<file path="config.mk">
export PLATFORM = sky130hd
export DESIGN_NAME = imem_loader_flat
export DESIGN_NICKNAME = d
export VERILOG_FILES = /design/src/rtl/imem_loader_pkg.sv /design/src/rtl/imem_loader_if.sv /design/src/rtl/imem_loader_csum8.sv /design/src/rtl/imem_loader.sv /design/src/flat_wrapper.sv
export SDC_FILE = /design/constraint.sdc
export NUM_CORES = 1
export LEC_CHECK = 0
export CELL_PAD_IN_SITES_DETAIL_PLACEMENT = 0
export CELL_PAD_IN_SITES_GLOBAL_PLACEMENT = 1
export CORE_ASPECT_RATIO = 1.5
export CORE_UTILIZATION = 37
export DETAILED_ROUTE_END_ITERATION = 16
export PLACE_DENSITY = 0.9
export SLEW_MARGIN = 20
export SYNTH_ARGS = -nofsm -noshare
export SYNTH_HDL_FRONTEND = slang
export SYNTH_SLANG_ARGS = --single-unit
</file>
<file path="constraint.sdc">
create_clock -name clk -period 2.7 [get_ports clk]
set_input_delay 0.27 -clock clk [delete_from_list [all_inputs] [get_ports clk]]
set_output_delay 0.27 -clock clk [all_outputs]
set_load 0.05 [all_outputs]
</file>
<file path="src/rtl/imem_loader_pkg.sv">
// Shared types and constants for the instruction-memory loader.
// The optional LOADER_CHECKSUM_EN build adds the CHK trailer state.
package imem_loader_pkg;

  typedef enum logic [2:0] {
    HDR_HI  = 3'd0,
    HDR_LO  = 3'd1,
    PAYLOAD = 3'd2,
    FIN     = 3'd3,
    CHK     = 3'd4,
    RUN     = 3'd5,
    ERR     = 3'd6
  } state_t;

  localparam int HDR_BYTES      = 2;
  localparam int BYTES_PER_WORD = 4;
  localparam int HDR_BITS       = 8 * HDR_BYTES;

  // States in which a stream byte may be taken.
  function automatic logic accepts_input(state_t s);
    return (s == HDR_HI) || (s == HDR_LO) || (s == PAYLOAD) || (s == CHK);
  endfunction

endpackage

</file>
<file path="src/rtl/imem_loader_if.sv">
// Stream input plus imem write port and status of the loader.
// Handshake: a byte moves on a rising edge where in_valid & in_ready are both 1.
interface imem_loader_if;
  logic [7:0]  in_data;
  logic        in_valid;
  logic        in_ready;
  logic [31:0] write_address;
  logic [7:0]  write_data;
  logic        We;
  logic        pc_enable;
  logic        busy;
  logic        done;
  logic        error;

  modport master (
    output in_data, in_valid,
    input  in_ready, write_address, write_data, We, pc_enable, busy, done, error
  );

  modport slave (
    input  in_data, in_valid,
    output in_ready, write_address, write_data, We, pc_enable, busy, done, error
  );
endinterface

</file>
<file path="src/rtl/imem_loader_csum8.sv">
// 8-bit modulo-256 running sum of payload bytes, cleared at frame start.
module loader_csum8 (
  input  logic       clk,
  input  logic       rst,
  input  logic       clr_i,
  input  logic       en_i,
  input  logic [7:0] byte_i,
  output logic [7:0] sum_o
);
  logic [7:0] sum_q, sum_d;

  always_comb begin
    sum_d = sum_q;
    if (clr_i)     sum_d = 8'h00;
    else if (en_i) sum_d = sum_q + byte_i;
  end

  always_ff @(posedge clk) begin
    if (rst) sum_q <= 8'h00;
    else     sum_q <= sum_d;
  end

  assign sum_o = sum_q;
endmodule

</file>
<file path="src/rtl/imem_loader.sv">
// Framed byte-stream loader: 16-bit word count then payload, one imem byte write per cycle.
// Define LOADER_CHECKSUM_EN to require an 8-bit sum trailer before releasing the core.
module imem_loader
  import imem_loader_pkg::*;
#(
  parameter logic [31:0] BASE_ADDR = 32'h0000_0000,
  parameter int          MAX_WORDS = 256
) (
  input  logic      clk,
  input  logic      rst,
  imem_loader_if.slave bus,
  output state_t    state_o
);
  localparam int IDX_W = $clog2(BYTES_PER_WORD * MAX_WORDS) + 1;

  state_t             state_q, state_d;
  logic [7:0]         count_hi_q, count_hi_d;
  logic [IDX_W-1:0]   idx_q, idx_d;
  logic [IDX_W-1:0]   left_q, left_d;
  logic [31:0]        addr_q, addr_d;
  logic [7:0]         data_q, data_d;
  logic               we_q, we_d;
  logic               rdy_q;
  logic               xfer;
  logic [HDR_BITS-1:0] hdr_count;

  assign xfer      = bus.in_valid & rdy_q;
  assign hdr_count = {count_hi_q, bus.in_data};

`ifdef LOADER_CHECKSUM_EN
  logic [7:0] sum;

  loader_csum8 u_csum (
    .clk    (clk),
    .rst    (rst),
    .clr_i  ((state_q == HDR_LO) && xfer),
    .en_i   ((state_q == PAYLOAD) && xfer),
    .byte_i (bus.in_data),
    .sum_o  (sum)
  );
`endif

  always_comb begin
    state_d    = state_q;
    count_hi_d = count_hi_q;
    idx_d      = idx_q;
    left_d     = left_q;
    addr_d     = addr_q;
    data_d     = data_q;
    we_d       = 1'b0;
    case (state_q)
      HDR_HI: begin
        if (xfer) begin
          count_hi_d = bus.in_data;
          state_d    = HDR_LO;
        end
      end
      HDR_LO: begin
        if (xfer) begin
          if (32'(hdr_count) > 32'(MAX_WORDS)) begin
            state_d = ERR;
          end else if (hdr_count == '0) begin
            state_d = FIN;
          end else begin
            state_d = PAYLOAD;
            idx_d   = '0;
            left_d  = IDX_W'(32'(hdr_count) * 32'(BYTES_PER_WORD));
          end
        end
      end
      PAYLOAD: begin
        if (xfer) begin
          we_d   = 1'b1;
          data_d = bus.in_data;
          // Address wraps mod 2^32 by plain 32-bit addition.
          addr_d = BASE_ADDR + 32'(idx_q);
          idx_d  = idx_q + 1'b1;
          left_d = left_q - 1'b1;
          if (left_q == IDX_W'(1)) state_d = FIN;
        end
      end
      FIN: begin
`ifdef LOADER_CHECKSUM_EN
        state_d = CHK;
`else
        state_d = RUN;
`endif
      end
`ifdef LOADER_CHECKSUM_EN
      CHK: begin
        if (xfer) state_d = (bus.in_data == sum) ? RUN : ERR;
      end
`endif
      RUN:     state_d = RUN;
      ERR:     state_d = ERR;
      default: state_d = ERR;
    endcase
  end

  always_ff @(posedge clk) begin
    if (rst) begin
      state_q    <= HDR_HI;
      count_hi_q <= 8'h00;
      idx_q      <= '0;
      left_q     <= '0;
      addr_q     <= BASE_ADDR;
      data_q     <= 8'h00;
      we_q       <= 1'b0;
      rdy_q      <= 1'b0;
    end else begin
      state_q    <= state_d;
      count_hi_q <= count_hi_d;
      idx_q      <= idx_d;
      left_q     <= left_d;
      addr_q     <= addr_d;
      data_q     <= data_d;
      we_q       <= we_d;
      // Registered decode of the next state keeps in_ready low through the reset cycle.
      rdy_q      <= accepts_input(state_d);
    end
  end

  assign bus.in_ready      = rdy_q;
  assign bus.write_address = addr_q;
  assign bus.write_data    = data_q;
  assign bus.We            = we_q;
  assign bus.pc_enable     = (state_q == RUN);
  assign bus.done          = (state_q == RUN);
  assign bus.error         = (state_q == ERR);
  assign bus.busy          = (state_q == HDR_LO) || (state_q == PAYLOAD) ||
                             (state_q == FIN)    || (state_q == CHK);
  assign state_o           = state_q;
endmodule
</file>
<file path="src/flat_wrapper.sv">
// flat-port wrapper written by rule: the top's interface ports become plain ports
module imem_loader_flat import imem_loader_pkg::*;
#(
  parameter logic [31:0] BASE_ADDR = 32'h0000_0000,
  parameter int          MAX_WORDS = 256
)
  (clk, rst, state_o, bus_in_data, bus_in_valid, bus_in_ready, bus_write_address, bus_write_data, bus_We, bus_pc_enable, bus_busy, bus_done, bus_error);
  imem_loader_if bus_i ();
  input  logic clk;
  input  logic rst;
  output state_t state_o;
  input wire logic [$bits(bus_i.in_data)-1:0] bus_in_data;
  input wire logic [$bits(bus_i.in_valid)-1:0] bus_in_valid;
  output wire logic [$bits(bus_i.in_ready)-1:0] bus_in_ready;
  output wire logic [$bits(bus_i.write_address)-1:0] bus_write_address;
  output wire logic [$bits(bus_i.write_data)-1:0] bus_write_data;
  output wire logic [$bits(bus_i.We)-1:0] bus_We;
  output wire logic [$bits(bus_i.pc_enable)-1:0] bus_pc_enable;
  output wire logic [$bits(bus_i.busy)-1:0] bus_busy;
  output wire logic [$bits(bus_i.done)-1:0] bus_done;
  output wire logic [$bits(bus_i.error)-1:0] bus_error;
  assign bus_i.in_data = bus_in_data;
  assign bus_i.in_valid = bus_in_valid;
  assign bus_in_ready = bus_i.in_ready;
  assign bus_write_address = bus_i.write_address;
  assign bus_write_data = bus_i.write_data;
  assign bus_We = bus_i.We;
  assign bus_pc_enable = bus_i.pc_enable;
  assign bus_busy = bus_i.busy;
  assign bus_done = bus_i.done;
  assign bus_error = bus_i.error;
  imem_loader #(.BASE_ADDR(BASE_ADDR), .MAX_WORDS(MAX_WORDS)) u_core (.clk(clk), .rst(rst), .bus(bus_i), .state_o(state_o));
endmodule
</file>
==> results by stage, run 1 <==
Status:
- The run finished with clean final reports.

Critical path:
- The type of the worst setup path is flop to primary output.
- The required time at the worst-slack endpoint is about 2.4 ns.
- The startpoint of the worst register-to-register path is u_core.count_hi_q[4].
- Of all nets on the critical path, the largest fanout is 11.
- Data arrives at the worst endpoint at approximately 2.2 ns.
- The worst setup path startpoint is u_core.state_o[1].
- STA classifies the critical path endpoint as a primary output.
- STA classifies the critical path startpoint as a flop.
- The setup check on the worst reg-to-reg path leaves a slack of around 0.48 ns.

Synthesis:
- The commonest cells after synthesis are 58 x sky130_fd_sc_hd__nand2_1, 54 x sky130_fd_sc_hd__dfxtp_1, 44 x sky130_fd_sc_hd__a21oi_1, 22 x sky130_fd_sc_hd__buf_4, 18 x sky130_fd_sc_hd__nor2_1.
- Synthesis handed over a netlist of 342 instances.
- Counting flops and latches in the post-synthesis netlist gives 54.
- The proportion of synthesized chip area in sequential cells is 0.388.
- Yosys mapped a number of flops with a built-in enable equal to 0.
- The most used flip-flop cell after synthesis is sky130_fd_sc_hd__dfxtp_1.
- After synthesis, the share of flip-flops with an asynchronous set or reset is 0.
- The cell type with the highest aggregate area in the netlist is sky130_fd_sc_hd__dfxtp_1.
- The cell area that synthesis handed to floorplanning was about 2800 sq um.
- The average instance area after synthesis is between 8 and 9 sq um.
- The most common cell in the synthesized netlist is sky130_fd_sc_hd__nand2_1.
- The number of warnings printed during yosys synthesis is 0.
- The top-area cell type share of the netlist area is 0.388.
- In the post-synthesis netlist, the biggest area contributors are sky130_fd_sc_hd__dfxtp_1 39%, sky130_fd_sc_hd__a21oi_1 7.9%, sky130_fd_sc_hd__nand2_1 7.8%, sky130_fd_sc_hd__buf_4 5.9%, sky130_fd_sc_hd__o31ai_1 2.7%.
- The number of different library cells in the post-synthesis netlist is 58.

Drt:
- The total iterations of the first detailed-routing run is 4.
- Once detail routing completed, the nets flagged for antenna violations numbered 0.
- In the routed design, unresolved DRC markers number 0.
- After detailed routing, the average wire length per cell comes to 14.3 um.
- The count of routing violations after the opening detailed-route iteration is around 140.
- In the routed layout, each cell is associated on average with a via count of 5.35.
- The detailed router placed around 2600 vias in this run.
- The overall routed net length is between 6 and 7 mm.

Power:
- The leakage power is 1.15 nW.
- Of the total power, the share spent switching nets is 0.427.
- The clock group share of total power is 0.199.
- The share of power burned in combinational logic is 0.429.
- The total power draw is approximately 2.6 mW.
- Internal power comes to around 1.5 mW.
- The cell area power density is ~760 nW/um^2.
- Of the total power, registers draw 0.372.
- In this run the power spent charging and discharging nets is 1.09 mW.
- Across the VDD grid, the largest voltage drop is about 0.55 mV.

Layout:
- The number of fill cells is approximately 740.
- The final standard cell count with taps included and fillers excluded is between 400 and 500.
- The number of antenna diodes in the final layout is 0.
- The combined flip-flop and latch cell area is about 1100 sq um.
- At the end of the flow, the number of nets in the layout was approximately 400.
- The multi-input combinational cells in the finished layout cover a total of between 1500 and 2000 sq um.
- Measured on the finished design, the core utilization comes to 0.459.
- The layout overhead on the synthesized area is 20.1%.
- In the final layout, the share of cells above drive strength 1 is 0.123.

Placement:
- Port buffering added 38 buffers.
- The weighted congestion reported at the end of routability-driven placement is slightly above 0.8.
- Detailed placement finished with a half-perimeter wire length of 4.84 mm.
- The placed cell count is ~470.

Clock tree:
- CTS built an H-tree with a depth of 2.
- The cell chosen for the clock root is sky130_fd_sc_hd__clkbuf_8.
- The clock latency on the worst-skew pair is between 0.3 and 0.4 ns.
- The clock-pin transition on the worst setup and hold timing paths is 0.10 ns.
- Counting along the longest clock path gives a buffer depth of 2.
- For this design, the CTS-stage hold fixing added 0 buffers.
- The number of instances resized during post-cts repair is 0.
- The post-CTS setup buffer count is 0.
- The clock buffer count from CTS is 5.
- The number of clock sinks is 54.
- The clock tree from TritonCTS is yes.

Floorplanning:
- The horizontal die dimension is 72.8 um.
- The total area inside the core boundary comes to ~7300 sq um.
- The initial standard-cell utilization of the core is 0.383.
- During I/O placement, the number of pins put on the boundary was 60.
- The cell row count is 38.
- The height of the die is 108 um.
- The area of the die is 7880 sq um.

STA:
- On the final layout, the worst hold slack is around 0.45 ns.
- Setup repair after global routing left no endpoint under its margin.
- The total negative slack is 0 ns.
- The worst pin sits at a relative slew slack of 0.597.
- The final-report max-slew violation count is 0.
- The actual slew at the worst max-slew pin is slightly above 0.6 ns.
- The final worst-path cycle share is 0.906.
- Static timing analysis puts the maximum clock frequency at 0.409 GHz.
- The hold violation count in the final report is 0.
- The shortest period the worst path allows is approximately 2.4 ns.
- Setup violations remaining at the end of the flow were counted as 0.
- The clock arrives with between 0.015 and 0.02 ns of skew.

Min path:
- In this run the most critical hold path is launched from rst.
- The worst hold path class is primary input to flop.

Global route:
- The total overflow left after global routing is 0.
- In the global route stage, overall resource usage came out at 0.182.
- The maximum number of pins on one net before global-route repair is 54.
- The global-route wire length before repair is around 11 mm.
- The number of global-route vias before repair is around 2300.
- The number of antenna violations at the first check in global routing is 0.

Run:
- The max capacitance violation total is 0.
[cells in the final DEF (no fill, tap or decap), types with 8 or more instances in the layout]
master / n
sky130_fd_sc_hd__o21ai_0: 8
sky130_fd_sc_hd__nor3_1: 12
sky130_fd_sc_hd__nand3_1: 13
sky130_fd_sc_hd__buf_4: 17
sky130_fd_sc_hd__a21oi_1: 44
sky130_fd_sc_hd__dfxtp_1: 54
sky130_fd_sc_hd__nand2_1: 58
sky130_fd_sc_hd__conb_1: 21
sky130_fd_sc_hd__nor2_1: 16
sky130_fd_sc_hd__clkdlybuf4s50_1: 37
sky130_fd_sc_hd__o31ai_1: 10
[worst max-delay path: stages (launching register included)]
cell	delay [ns]
sky130_fd_sc_hd__dfxtp_1	0.42
sky130_fd_sc_hd__nor2_2	0.42
sky130_fd_sc_hd__xnor2_1	0.19
sky130_fd_sc_hd__clkdlybuf4s50_1	0.83
[flip-flops by register name, indices dropped and copies added, names as in the netlist]
name                      flops
u_core.bus.write_address     11
u_core.idx_q                 11
u_core.left_q                11
u_core.bus.write_data         8
u_core.count_hi_q             8
u_core.state_o                3
u_core.bus.We                 1
u_core.bus.in_ready           1
[layer usage]
metal,routed length (um),global-route usage
met5,0,0
met4,161,0.0728
met3,304,0.0382
met2,3660,0.330
met1,2780,0.203
[metrics by stage]
step	setup slack [ns]	area, sq um
6_report	0.253	3340
2_1_floorplan	0.468	2860
3_5_place_dp	0.0687	3230
3_3_place_gp	0.147	3230
4_1_cts	0.0601	3340
5_1_grt	0.172	3340
[logic make-up after synthesis]
kind of cell | synth area share
adder cells (fa/ha/maj) | 0.0135
other | 0.00135
XOR/XNOR | 0.00315
AO/OA/AOI/OAI | 0.238
AND/OR/NAND/NOR | 0.259
buffers and inverters | 0.0967
flip-flops | 0.388
[power by group through the flow]
stage | Sequential [mW] | Clock, mW | Combinational, mW
detailed placement | 0.964 | 0 | 1.09
global route | 0.959 | 0.553 | 1.18
floorplan | 1.03 | 0 | 0.737
CTS | 0.946 | 0.524 | 1.09
global placement | 0.961 | 0 | 1.09
finish | 0.949 | 0.508 | 1.10
[final cells by class]
type | count | share of cell area
clock buffer | 7 | 0.0288
multi-input combinational | 261 | 0.453
clock inverter | 1 | 0.00262
tap | 100 | 0.0374
inverter | 4 | 0.00449
timing repair buffer | 55 | 0.151
sequential | 54 | 0.323
[path summary, 6_finish.rpt]
check / depth (start not counted) / endpoint
max reg2reg: 5 / u_core.left_q[7]
min: 4 / u_core.state_o[2]
max: 3 / bus_busy
min reg2reg: 2 / u_core.count_hi_q[6]
Note: power is estimated with default switching activity, not from simulation.
==> inputs of run 2 (changes only) <==
CTS_CLUSTER_DIAMETER = 120   (was default)
==> results of run 2 <==
Final layout, timing and power as in run 1 (identical DEF).
==> inputs of run 3 (changes only) <==
SETUP_SLACK_MARGIN = 0.05   (was default)
==> results of run 3 <==
Final layout, timing and power as in run 1 (identical DEF).
